### config.mk
export PLATFORM = sky130hd
export DESIGN_NAME = huffman_xy_extend
export DESIGN_NICKNAME = d
export VERILOG_FILES = /design/src/rtl/huffman_xy_extend.sv
export SDC_FILE = /design/constraint.sdc
export NUM_CORES = 1
export LEC_CHECK = 0
export BUFFER_PORTS_ARGS = -buffer_cell sky130_fd_sc_hd__buf_2
export CORE_ASPECT_RATIO = 1.75
export CORE_MARGIN = 2
export CORE_UTILIZATION = 55
export CTS_CLUSTER_SIZE = 10
export DETAILED_ROUTE_END_ITERATION = 10
export HOLD_SLACK_MARGIN = 0.12
export MAX_ROUTING_LAYER = met4
export PLACE_DENSITY = 0.84
export SLEW_MARGIN = 20
export SYNTH_ARGS = -nofsm -noshare
export SYNTH_HDL_FRONTEND = slang
export SYNTH_SLANG_ARGS = --single-unit
### constraint.sdc
create_clock -name clk -period 3.7 [get_ports clk]
set_input_delay 0 -clock clk [delete_from_list [all_inputs] [get_ports clk]]
set_output_delay 0 -clock clk [all_outputs]
set_load 0.02 [all_outputs]
### src/rtl/huffman_xy_extend.sv
// huffman_xy_extend
//   Extends decoded big-values Huffman (x, y) magnitude pairs with their linbits
//   escape field and sign bits, read MSB-first from the serial bit stream in ISO
//   order (x linbits, x sign, y linbits, y sign). Emits signed spectral values
//   with a running frequency-line index for the requantizer buffer.
//
// Ports
//   clk, rst            clock, synchronous active-high reset
//   gr_start            new-granule pulse: clears line index/done, aborts a pair
//   ht_valid            strobe: ht_x/ht_y/linbits hold a decoded pair
//   ht_x, ht_y          decoded magnitudes 0..15
//   linbits             linbits of the active table, 0..13
//   axiiv, axiid        serial bit valid/data
//   bits_req            waiting for extension or sign bits
//   axiov               strobe: x_out, y_out, idx valid
//   x_out, y_out        signed values; y_out is at line idx+1
//   idx                 frequency line of x_out
//   done                sticky: last pair of the granule emitted
//   err                 one-cycle pulse on a protocol violation (cycle after cause)
//   bits_used           (HUFF_BITCOUNT_EN only) saturating count of consumed bits
//
// Build option
//   HUFF_BITCOUNT_EN    adds the bits_used output and its counter.

module huffman_xy_extend #(
  parameter int unsigned LINES = 576,
  parameter int unsigned OUT_W = 16
) (
  input  logic             clk,
  input  logic             rst,
  input  logic             gr_start,
  input  logic             ht_valid,
  input  logic [3:0]       ht_x,
  input  logic [3:0]       ht_y,
  input  logic [3:0]       linbits,
  input  logic             axiiv,
  input  logic             axiid,
  output logic             bits_req,
  output logic             axiov,
  output logic [OUT_W-1:0] x_out,
  output logic [OUT_W-1:0] y_out,
  output logic [9:0]       idx,
  output logic             done,
`ifdef HUFF_BITCOUNT_EN
  output logic [15:0]      bits_used,
`endif
  output logic             err
);

  typedef enum logic [2:0] {
    StIdle  = 3'd0,
    StXLin  = 3'd1,
    StXSign = 3'd2,
    StYLin  = 3'd3,
    StYSign = 3'd4,
    StEmit  = 3'd5
  } state_e;

  state_e      state_q, state_d;
  logic [3:0]  x_raw_q, x_raw_d;
  logic [3:0]  y_raw_q, y_raw_d;
  logic [3:0]  lb_q, lb_d;
  logic [3:0]  cnt_q, cnt_d;
  logic [11:0] acc_q, acc_d;
  logic [13:0] x_mag_q, x_mag_d;
  logic [13:0] y_mag_q, y_mag_d;
  logic        x_neg_q, x_neg_d;
  logic        y_neg_q, y_neg_d;
  logic [9:0]  line_q, line_d;
  logic        done_q, done_d;
  logic        err_q, err_d;

  logic [12:0] acc_shift;
  logic        lin_last;
  logic [10:0] line_sum;
  logic        hv_bad;

  // First state at or after 'from' that actually needs bits; EMIT if none do.
  // States are ordered so that the later checks override the earlier ones.
  function automatic state_e first_active(input state_e     from,
                                          input logic [3:0] x,
                                          input logic [3:0] y,
                                          input logic [3:0] lb);
    state_e s;
    s = StEmit;
    if (from <= StYSign && y != 4'd0) s = StYSign;
    if (from <= StYLin && y == 4'd15 && lb != 4'd0) s = StYLin;
    if (from <= StXSign && x != 4'd0) s = StXSign;
    if (from <= StXLin && x == 4'd15 && lb != 4'd0) s = StXLin;
    return s;
  endfunction

  always_comb begin
    state_d   = state_q;
    x_raw_d   = x_raw_q;
    y_raw_d   = y_raw_q;
    lb_d      = lb_q;
    cnt_d     = cnt_q;
    acc_d     = acc_q;
    x_mag_d   = x_mag_q;
    y_mag_d   = y_mag_q;
    x_neg_d   = x_neg_q;
    y_neg_d   = y_neg_q;
    line_d    = line_q;
    done_d    = done_q;
    acc_shift = {acc_q, axiid};
    lin_last  = (cnt_q == lb_q - 4'd1);
    line_sum  = {1'b0, line_q} + 11'd2;
    hv_bad    = (state_q != StIdle) || done_q || (linbits > 4'd13);
    // gr_start alongside ht_valid drops the pair, so it counts as a violation.
    err_d     = ht_valid && (hv_bad || gr_start);

    unique case (state_q)
      StIdle: begin
        if (ht_valid && !hv_bad) begin
          x_raw_d = ht_x;
          y_raw_d = ht_y;
          lb_d    = linbits;
          x_mag_d = {10'd0, ht_x};
          y_mag_d = {10'd0, ht_y};
          x_neg_d = 1'b0;
          y_neg_d = 1'b0;
          cnt_d   = 4'd0;
          acc_d   = 12'd0;
          state_d = first_active(StXLin, ht_x, ht_y, linbits);
        end
      end
      StXLin: begin
        if (axiiv) begin
          if (lin_last) begin
            x_mag_d = 14'd15 + {1'b0, acc_shift};
            acc_d   = 12'd0;
            cnt_d   = 4'd0;
            state_d = first_active(StXSign, x_raw_q, y_raw_q, lb_q);
          end else begin
            acc_d = acc_shift[11:0];
            cnt_d = cnt_q + 4'd1;
          end
        end
      end
      StXSign: begin
        if (axiiv) begin
          x_neg_d = axiid;
          state_d = first_active(StYLin, x_raw_q, y_raw_q, lb_q);
        end
      end
      StYLin: begin
        if (axiiv) begin
          if (lin_last) begin
            y_mag_d = 14'd15 + {1'b0, acc_shift};
            acc_d   = 12'd0;
            cnt_d   = 4'd0;
            state_d = first_active(StYSign, x_raw_q, y_raw_q, lb_q);
          end else begin
            acc_d = acc_shift[11:0];
            cnt_d = cnt_q + 4'd1;
          end
        end
      end
      StYSign: begin
        if (axiiv) begin
          y_neg_d = axiid;
          state_d = StEmit;
        end
      end
      StEmit: begin
        line_d  = line_sum[9:0];
        if (line_sum == 11'(LINES)) done_d = 1'b1;
        state_d = StIdle;
      end
      default: state_d = StIdle;
    endcase

    if (gr_start) begin
      state_d = StIdle;
      line_d  = 10'd0;
      done_d  = 1'b0;
    end
  end

  always_ff @(posedge clk) begin
    if (rst) begin
      state_q <= StIdle;
      x_raw_q <= 4'd0;
      y_raw_q <= 4'd0;
      lb_q    <= 4'd0;
      cnt_q   <= 4'd0;
      acc_q   <= 12'd0;
      x_mag_q <= 14'd0;
      y_mag_q <= 14'd0;
      x_neg_q <= 1'b0;
      y_neg_q <= 1'b0;
      line_q  <= 10'd0;
      done_q  <= 1'b0;
      err_q   <= 1'b0;
    end else begin
      state_q <= state_d;
      x_raw_q <= x_raw_d;
      y_raw_q <= y_raw_d;
      lb_q    <= lb_d;
      cnt_q   <= cnt_d;
      acc_q   <= acc_d;
      x_mag_q <= x_mag_d;
      y_mag_q <= y_mag_d;
      x_neg_q <= x_neg_d;
      y_neg_q <= y_neg_d;
      line_q  <= line_d;
      done_q  <= done_d;
      err_q   <= err_d;
    end
  end

  logic [OUT_W-1:0] x_ext, y_ext;

  always_comb begin
    x_ext    = {{(OUT_W-14){1'b0}}, x_mag_q};
    y_ext    = {{(OUT_W-14){1'b0}}, y_mag_q};
    x_out    = x_neg_q ? ('0 - x_ext) : x_ext;
    y_out    = y_neg_q ? ('0 - y_ext) : y_ext;
    bits_req = (state_q == StXLin) || (state_q == StXSign) ||
               (state_q == StYLin) || (state_q == StYSign);
    axiov    = (state_q == StEmit);
    idx      = line_q;
    done     = done_q;
    err      = err_q;
  end

`ifdef HUFF_BITCOUNT_EN
  logic [15:0] bitcnt_q, bitcnt_d;

  always_comb begin
    bitcnt_d = bitcnt_q;
    if (bits_req && axiiv && bitcnt_q != 16'hFFFF) bitcnt_d = bitcnt_q + 16'd1;
  end

  always_ff @(posedge clk) begin
    if (rst || gr_start) begin
      bitcnt_q <= 16'd0;
    end else begin
      bitcnt_q <= bitcnt_d;
    end
  end

  assign bits_used = bitcnt_q;
`endif

endmodule

==> results of run 1 <==
## state kept, by name, indices dropped and copies added, names as in the netlist, 4 cells and up
name,flops
idx,9
y_mag_q,14
x_mag_q,14
cnt_q,4
lb_q,4
x_raw_q,4
acc_q,12
y_raw_q,4
## routing by layer
layer / GRT usage [%] / routed length, um / part of all wire (%)
met1: 27.5 / 3990 / 37
met2: 48.1 / 5830 / 54
met3: 3.86 / 510 / 4.7
met4: 14.5 / 429 / 4.0
met5: - / 0 / 0
## cell usage in the layout (no fill, tap or decap), drive strengths merged, types with 2 or more instances in the layout
master       instances
xor2                19
or4                  2
nand3b               3
or3                 11
dfxtp               72
dlygate4sd3         17
nand3               35
a21oi               46
o21a                 2
nor2b                2
nand4b               3
o31ai                7
clkbuf              12
nand2               87
xnor2               30
o221ai               9
o211ai               2
o41ai                3
buf                 65
ha                   7
inv                 12
or2                  5
and3                 7
and2                 2
nand4                4
nor2                58
nor4                12
a22oi               14
nand2b               8
o21ai               15
a31oi                3
nor3                11
or3b                 2
and4                 2
nor3b                4
o31a                 3
a32oi                2
## final timing paths
path,cells past startpoint,endpoint,slack [ps]
max,4,y_mag_q[9],1100
min,2,acc_q[1],170
max reg2reg,4,y_mag_q[9],1100
min reg2reg,2,x_raw_q[0],460
## metrics by stage
stage	util (%)	cell area [um^2]	power [uW]	cells
CTS	65.6	4930	1990	701
floorplan	-	4220	1070	557
finish	65.6	4930	1990	701
global route	65.6	4930	2060	701
detailed placement	59.5	4470	1140	669
global placement	59.5	4470	1130	669
## worst max-delay path, stage by stage (launching register included)
cell and delay [ps]:
dfxtp_1 470, a311oi_1 670, and3_1 910, nor2_1 130
o41ai_1 300
## final cells by class
type | instances | area [um^2] | area share, %
Clock buffer | 12 | 246 | 5.00
Clock inverter | 3 | 42.5 | 0.863
Timing Repair Buffer | 82 | 505 | 10.2
Multi-Input combinational cell | 432 | 2540 | 51.5
Inverter | 12 | 45.0 | 0.913
Sequential cell | 72 | 1440 | 29.2
Tap cell | 88 | 110 | 2.23
## cell families after synthesis
kind of cell,synth area share [%]
AOI/OAI and AO/OA,17.0
xor gates and xnor gates,10.7
adders and majority gates,2.07
buffers and inverters,5.69
DFF,34.1
muxes,0.237
other,0.0888
and+or+nand+nor,30.0
## power by group through the flow
stage / Sequential (uW) / Combinational [uW] / Clock, uW
after floorplan: 833 / 233 / 0
after CTS: 830 / 314 / 848
after global routing: 833 / 351 / 876
after detailed placement: 846 / 296 / 0
final: 830 / 318 / 844
after global placement: 844 / 289 / 0
==> results.md, run 1 <==
- For this design, the sink count on the clock tree is 72.
- The number of setup violations in the final report is 0.
- The number of antenna violations at the first check in global routing is 0.
- The static leakage is 0.00200 uW.
- The number of optimization iterations in the first detailed-route pass is 5.
- The post-synthesis instance area is 4220 um^2.
- The buffer type at the clock tree root is clkbuf_16.
- The synthesis-stage register bit count is 72.
- The number of global-route vias before repair is 3964.
- The worst path uses 70.2% of the clock period.
- Setup repair after global routing left no endpoint under its margin.
- The timing-limited maximum frequency is 385 MHz.
- The first global-routing pass estimated 17.9 mm of wire.
- The area of the core region is 7510 um^2.
- Hold is met by 175 ps.
- The quantity of gates resized following cts is 0.
- In this run the most critical hold path is launched from rst.
- The slew of the pin with the lowest slew margin is 969 ps.
- The class of the worst hold path is primary input to flip-flop.
- In this run, the combinational gates consume 16.0% of the power.
- In this run the tightest slew margin relative to its limit is 35.4%.
- The clock reaches the later pin of the worst-skew pair after 330 ps.
- By count the netlist is led by nand2_1 (87), dfxtp_1 (72), nor2_1 (58).
- The most repeated cell in the gate-level netlist after synthesis is nand2_1.
- TritonCTS created 9 clock buffers.
- The buffer count from post-CTS setup fixing is 0.
- The number of different library cells used by synthesis comes to 58.
- The run finished with clean final reports.
- At the end of routability-driven placement, the weighted congestion stood at 0.932.
- The share of the Yosys chip area taken by registers is 34.1%.
- The primary flip-flop cell chosen by synthesis mapping is dfxtp_1.
- The width of the die is 70.2 um.
- At the worst endpoint, the required time is 3920 ps.
- The row count is 42.
- The synthesized design devotes to its leading area cell type 34.1% of total area.
- The worst endpoint data arrival time is 2820 ps.
- The height of the die is 120 um.
- The layout has 633 filler cells.
- The clock network accounts for 42.4% of the total power.
- The minimum setup slack in the final design is 1100 ps.
- For the final routed database, the setup TNS stands at 0 ps.
- The number of enable flip-flop cells after synthesis is 0.
- The antenna cell count is 0.
- In this run the deepest clock path goes through 2 buffers.
- 64 I/O pins were placed.
- The net count reported at finish is 634.
- In the routed design, unresolved DRC markers number 0.
- The power density over cell area is 404 nW/um^2.
- In this run the mean area of a mapped cell was 7.58 um^2.
- The instance count of the mapped netlist is 557.
- The share of total power dissipated in sequential elements is 41.7%.
- TritonCTS built the clock tree.
- The worst-case IR drop observed on VDD is 295 uV.
- Compared with the post-synthesis result, the final layout area differs by 16.8%.
- Once detail routing completed, the nets flagged for antenna violations numbered 0.
- The number of pins with negative max-slew slack in the final report is 0.
- The H-tree level count is 3.
- The shortest clock period the worst path allows after layout is 2600 ps.
- Across the run, the number of max-cap violations was 0.
- Global routing finished with a remaining overflow of 0.
- STA classifies the critical path startpoint as a flip-flop.
- After detailed routing, the total wire length is 10.8 mm.
- The hold violation total from the final report came to 0.
- The overall routing resource usage is 26.8%.
- The internal portion of total power is 1450 uW.
- The number of DRC markers after the initial detailed-route iteration is 501.
- The detailed-route via count is 4184.
- The ratio of routed vias to standard cells is 5.97.
- The fraction of registers with async set or reset after synthesis is 0%.
- Entering global routing, the biggest net connects 68 pins.
- The biggest area consumer among synthesized cells is dfxtp_1.
- After legalization and detailed placement, the total HPWL measured 7.48 mm.
- The number of nets handed over by synthesis was 582.
- The clock-pin slew on the worst setup and hold paths is 50 ps.
- By area the synthesized netlist is led by dfxtp_1 (34%), nand2_1 (7.7%), xnor2_1 (6.2%).
- The floorplan die area is 8420 um^2.
- The count of port buffers added during placement is 62.
- The worst register-to-register path begins at state_q[2].
- The initial utilization of the core area, before any placement, comes to 56.2%.
- The sort of element at the end of the critical path is a flip-flop.
- The quantity of hold-fixing buffers added after cts is 17.
- The critical path starts at state_q[2].
- The share of layout cells above drive strength 1 is 14.0%.
- The worst setup path is of the flip-flop to flip-flop kind.
- Dividing the detail-routed wire length by the instance count gives 15.4 um.
- The setup slack after placement is 1230 ps.
- Of the total power, the share spent switching nets is 27.2%.
- The power dissipated by switching net loads is 543 uW.
- The highest net fanout along the worst path is 27.
- The number of warnings printed during yosys synthesis is 0.
- The worst-case clock skew is 6.69 ps.
Note: power is estimated with default switching activity, not from simulation.
==> inputs of run 2 (changes only) <==
Clock period 3.7 ns to 2.7 ns, I/O delays scaled along.
==> results.md, run 2 (synthesis gave the netlist of run 1 again) <==
- The flow ran to the end, and the final reports show no timing, DRC or antenna violations.
- The slew of the pin with the lowest slew margin was 736 ps (-233 ps).
- The worst-case register-to-register setup slack came to 260 ps (-840 ps).
- The starting density of the core is 56.2% (unchanged).
- For the finished layout, the period the worst path requires is 2490 ps.
- The routed length per instance came to 15.7 um (+2.4%).
- The largest registers in the layout are x_mag_q x14, y_mag_q x14, acc_q x12.
- The number of max-cap violations is 0 (unchanged).
- The H-tree level count is 3 (unchanged).
- The total number of clock tree sinks is 72 (unchanged).
- The wire length on met3 was 603 um (+18%).
- The final sum of negative setup slack is 0 ps (unchanged).
- The number of optimization iterations in the first detailed-route pass is 6 (+1).
- The max-slew headroom at the worst pin is 50.3% (+15 points).
- The number of ports placed on the die boundary came to 64 (unchanged).
- The net count reported at finish is 640 (+0.95%).
- The highest net fanout along the worst path was 5 (-81%).
- The post-detailed-route count of antenna-violating nets is 0 (unchanged).
- The antenna cell count is 0 (unchanged).
- The required time at the worst-slack endpoint is 2700 ps (-1220 ps).
- The most prevalent standard cell on the critical path is or3_1.
- The overall routing resource usage came to 28.2% (+1.4 points).
- The worst endpoint data arrival time came to 2490 ps (-330 ps).
- The area of the core region is 7510 um^2 (unchanged).
- The met1 wire length is 3.99 mm (about the same).
- The number of antenna violations at the first check in global routing came to 0 (unchanged).
- The number of CTS-inserted buffers is 9 (unchanged).
- The cell count along the critical path is 6 (+2).
- The total routed wirelength is 11.1 mm (+3.3%).
- The biggest cell delay along the critical path was 440 ps (-470 ps).
- The cell type of the slowest stage on the worst timing path is or3b_1.
- The share of the core filled with cells is 66.7% (+1.0 points).
- TritonCTS built the clock tree.
- In the layout the commonest cells are nand2_1 (87), dfxtp_1 (72), buf_2 (61).
- The height of the die is 120 um (unchanged).
- The static leakage was 0.00205 uW (+2.4%).
- The share of layout cells above drive strength 1 is 15.0% (+0.99 points).
- The ratio of routed vias to standard cells came to 6.06 (+1.5%).
- The timing-limited maximum frequency is 402 MHz.
- The residual overflow from global routing is 0 (unchanged).
- The launch point of the worst reg-to-reg path is lb_q[0].
- The buffer type at the clock tree root is clkbuf_16.
- The remaining routing DRC violations came to 0 (unchanged).
- In this run the worst hold path is classified as primary input to flip-flop.
- Setup repair after global routing left no endpoint under its margin.
- The uppermost layer routed is met4.
- By startpoint and endpoint, the worst setup path is classified as flip-flop to output pin.
- The worst-case clock skew came to 6.89 ps (+0.195 ps).
- Leaving out fill and tap cells, the most frequent cell in the layout is nand2_1.
- The number of buffers on the longest clock path is 2 (unchanged).
- The ratio of final minimum period to clock period is 92.1%.
- The quantity of gates resized following cts was 0 (unchanged).
- The hold violation total from the final report came to 0 (unchanged).
- The source-to-sink clock delay at the later pin of the worst-skew pair was 340 ps (about the same).
- The count of port buffers added during placement was 62 (unchanged).
- The largest net degree at the start of global routing is 68 (unchanged).
- The estimated wirelength of the detail-placed design is 7.68 mm (+2.7%).
- The global-route wire length before repair was 18.8 mm (+4.6%).
- The number of DRC markers after the initial detailed-route iteration is 373 (-26%).
- The layout overhead on the synthesized area is 18.6%.
- The buffering stage count on the worst path with inverters included is 1 (+1).
- The number of pins with negative max-slew slack in the final report was 0 (unchanged).
- The clock-pin slew on the worst setup and hold paths came to 60 ps (about the same).
- The depth of the worst register-to-register path was 7 (+3).
- The critical path goes through or3_1 -> or3b_1 -> or3_1 -> o31ai_2 -> xnor2_1 -> buf_2.
- The detailed-route via count was 4285 (+2.4%).
- The final weighted congestion in routability-driven placement is 0.925 (-0.72%).
- The number of global-route vias before repair is 4142 (+4.5%).
- The row count came to 42 (unchanged).
- The number of setup violations in the final report is 0 (unchanged).
- The launching element type of the critical path is a flip-flop.
- The beginning of the critical path is y_mag_q[2].
- The length of routed met2 wiring was 6.07 mm (+4.0%).
- STA classifies the critical path endpoint as an output pin.
- The width of the die is 70.2 um (unchanged).
- The floorplan die area is 8420 um^2 (unchanged).
- The capturing point of the worst reg2reg path is y_mag_q[9].
- In this run the worst setup path terminates at y_out[12].
- The cell family contributing the most delay on the critical path is simple AND/OR/NAND/NOR gates.
- The power density over cell area is 575 nW/um^2 (+42%).
- The worst supply voltage drop on vdd came to 443 uV (+50%).
-- run 2: changes by cell type in the layout (fill, tap and decap cells not counted), sizes merged --
| cell | previous run | this run |
|---|---|---|
| buf | 65 | 71 |
| bufinv | 1 | 2 |
| clkinvlp | 1 | 0 |
-- run 2: stage by stage --
| stage | std cells | total power (uW) | hold WS, ps | area, um^2 | worst slack (ps) |
|---|---|---|---|---|---|
| after floorplan | 557 | 1460 | 136 | 4220 | 533 |
| after global placement | 675 | 1560 | 266 | 4520 | 364 |
| after detailed placement | 675 | 1580 | 271 | 4520 | 282 |
| after CTS | 707 | 2860 | 228 | 5010 | 207 |
| after global routing | 707 | 2970 | 203 | 5010 | 155 |
| final | 707 | 2880 | 171 | 5010 | 212 |
-- run 2: what timing repair did --
action | CTS | global route
hold buffers | 17 | 0
setup buffers | 0 | 0
hold endpoints to repair | 33 | 0
-- run 2: cell type report --
| class | instances | area, um^2 |
|---|---|---|
| Multi-Input combinational cell | 432 | 2540 |
| Fill cell | 624 | 2500 |
| Sequential cell | 72 | 1440 |
| Timing Repair Buffer | 88 | 551 |
| Clock buffer | 12 | 256 |
| Tap cell | 88 | 110 |
| Clock inverter | 3 | 65.1 |
| Inverter | 12 | 45.0 |
-- run 2: metal layers --
layer / vias to the layer above / GRT usage [%]
met3: 35 / 4.53
li1: 2067 / -
met1: 2012 / 28.6
met4: 0 / 16.1
met5: - / -
met2: 171 / 50.3
-- run 2: how the worst min path moves through the flow --
| stage | startpoint | endpoint | slack, ps | depth (start not counted) |
|---|---|---|---|---|
| after floorplan | ht_x[0] | x_raw_q[0] | 140 | 2 |
| after global placement | linbits[3] | lb_q[3] | 270 | 3 |
| after detailed placement | linbits[3] | lb_q[3] | 270 | 3 |
| after CTS | ht_valid | state_q[0] | 230 | 5 |
| after global routing | rst | acc_q[1] | 200 | 2 |
| final | rst | acc_q[1] | 170 | 2 |
-- run 2: where the power goes --
group	internal [uW]	switching (uW)	leakage (uW)
combinational	163	288	0.00131
sequential	1100	35.7	0.000583
clock	852	445	0.000159
total	2110	768	0.00205
-- run 2: worst reg2reg max path, delay by kind of cell, from the launching register on --
kind                     cells  cell delay [ps]
AO/OA/AOI/OAI                1               90
XOR/XNOR                     1              140
adder cells (fa/ha/maj)      1              310
buffers and inverters        1               90
flip-flops                   1              380
AND/OR/NAND/NOR              3             1280
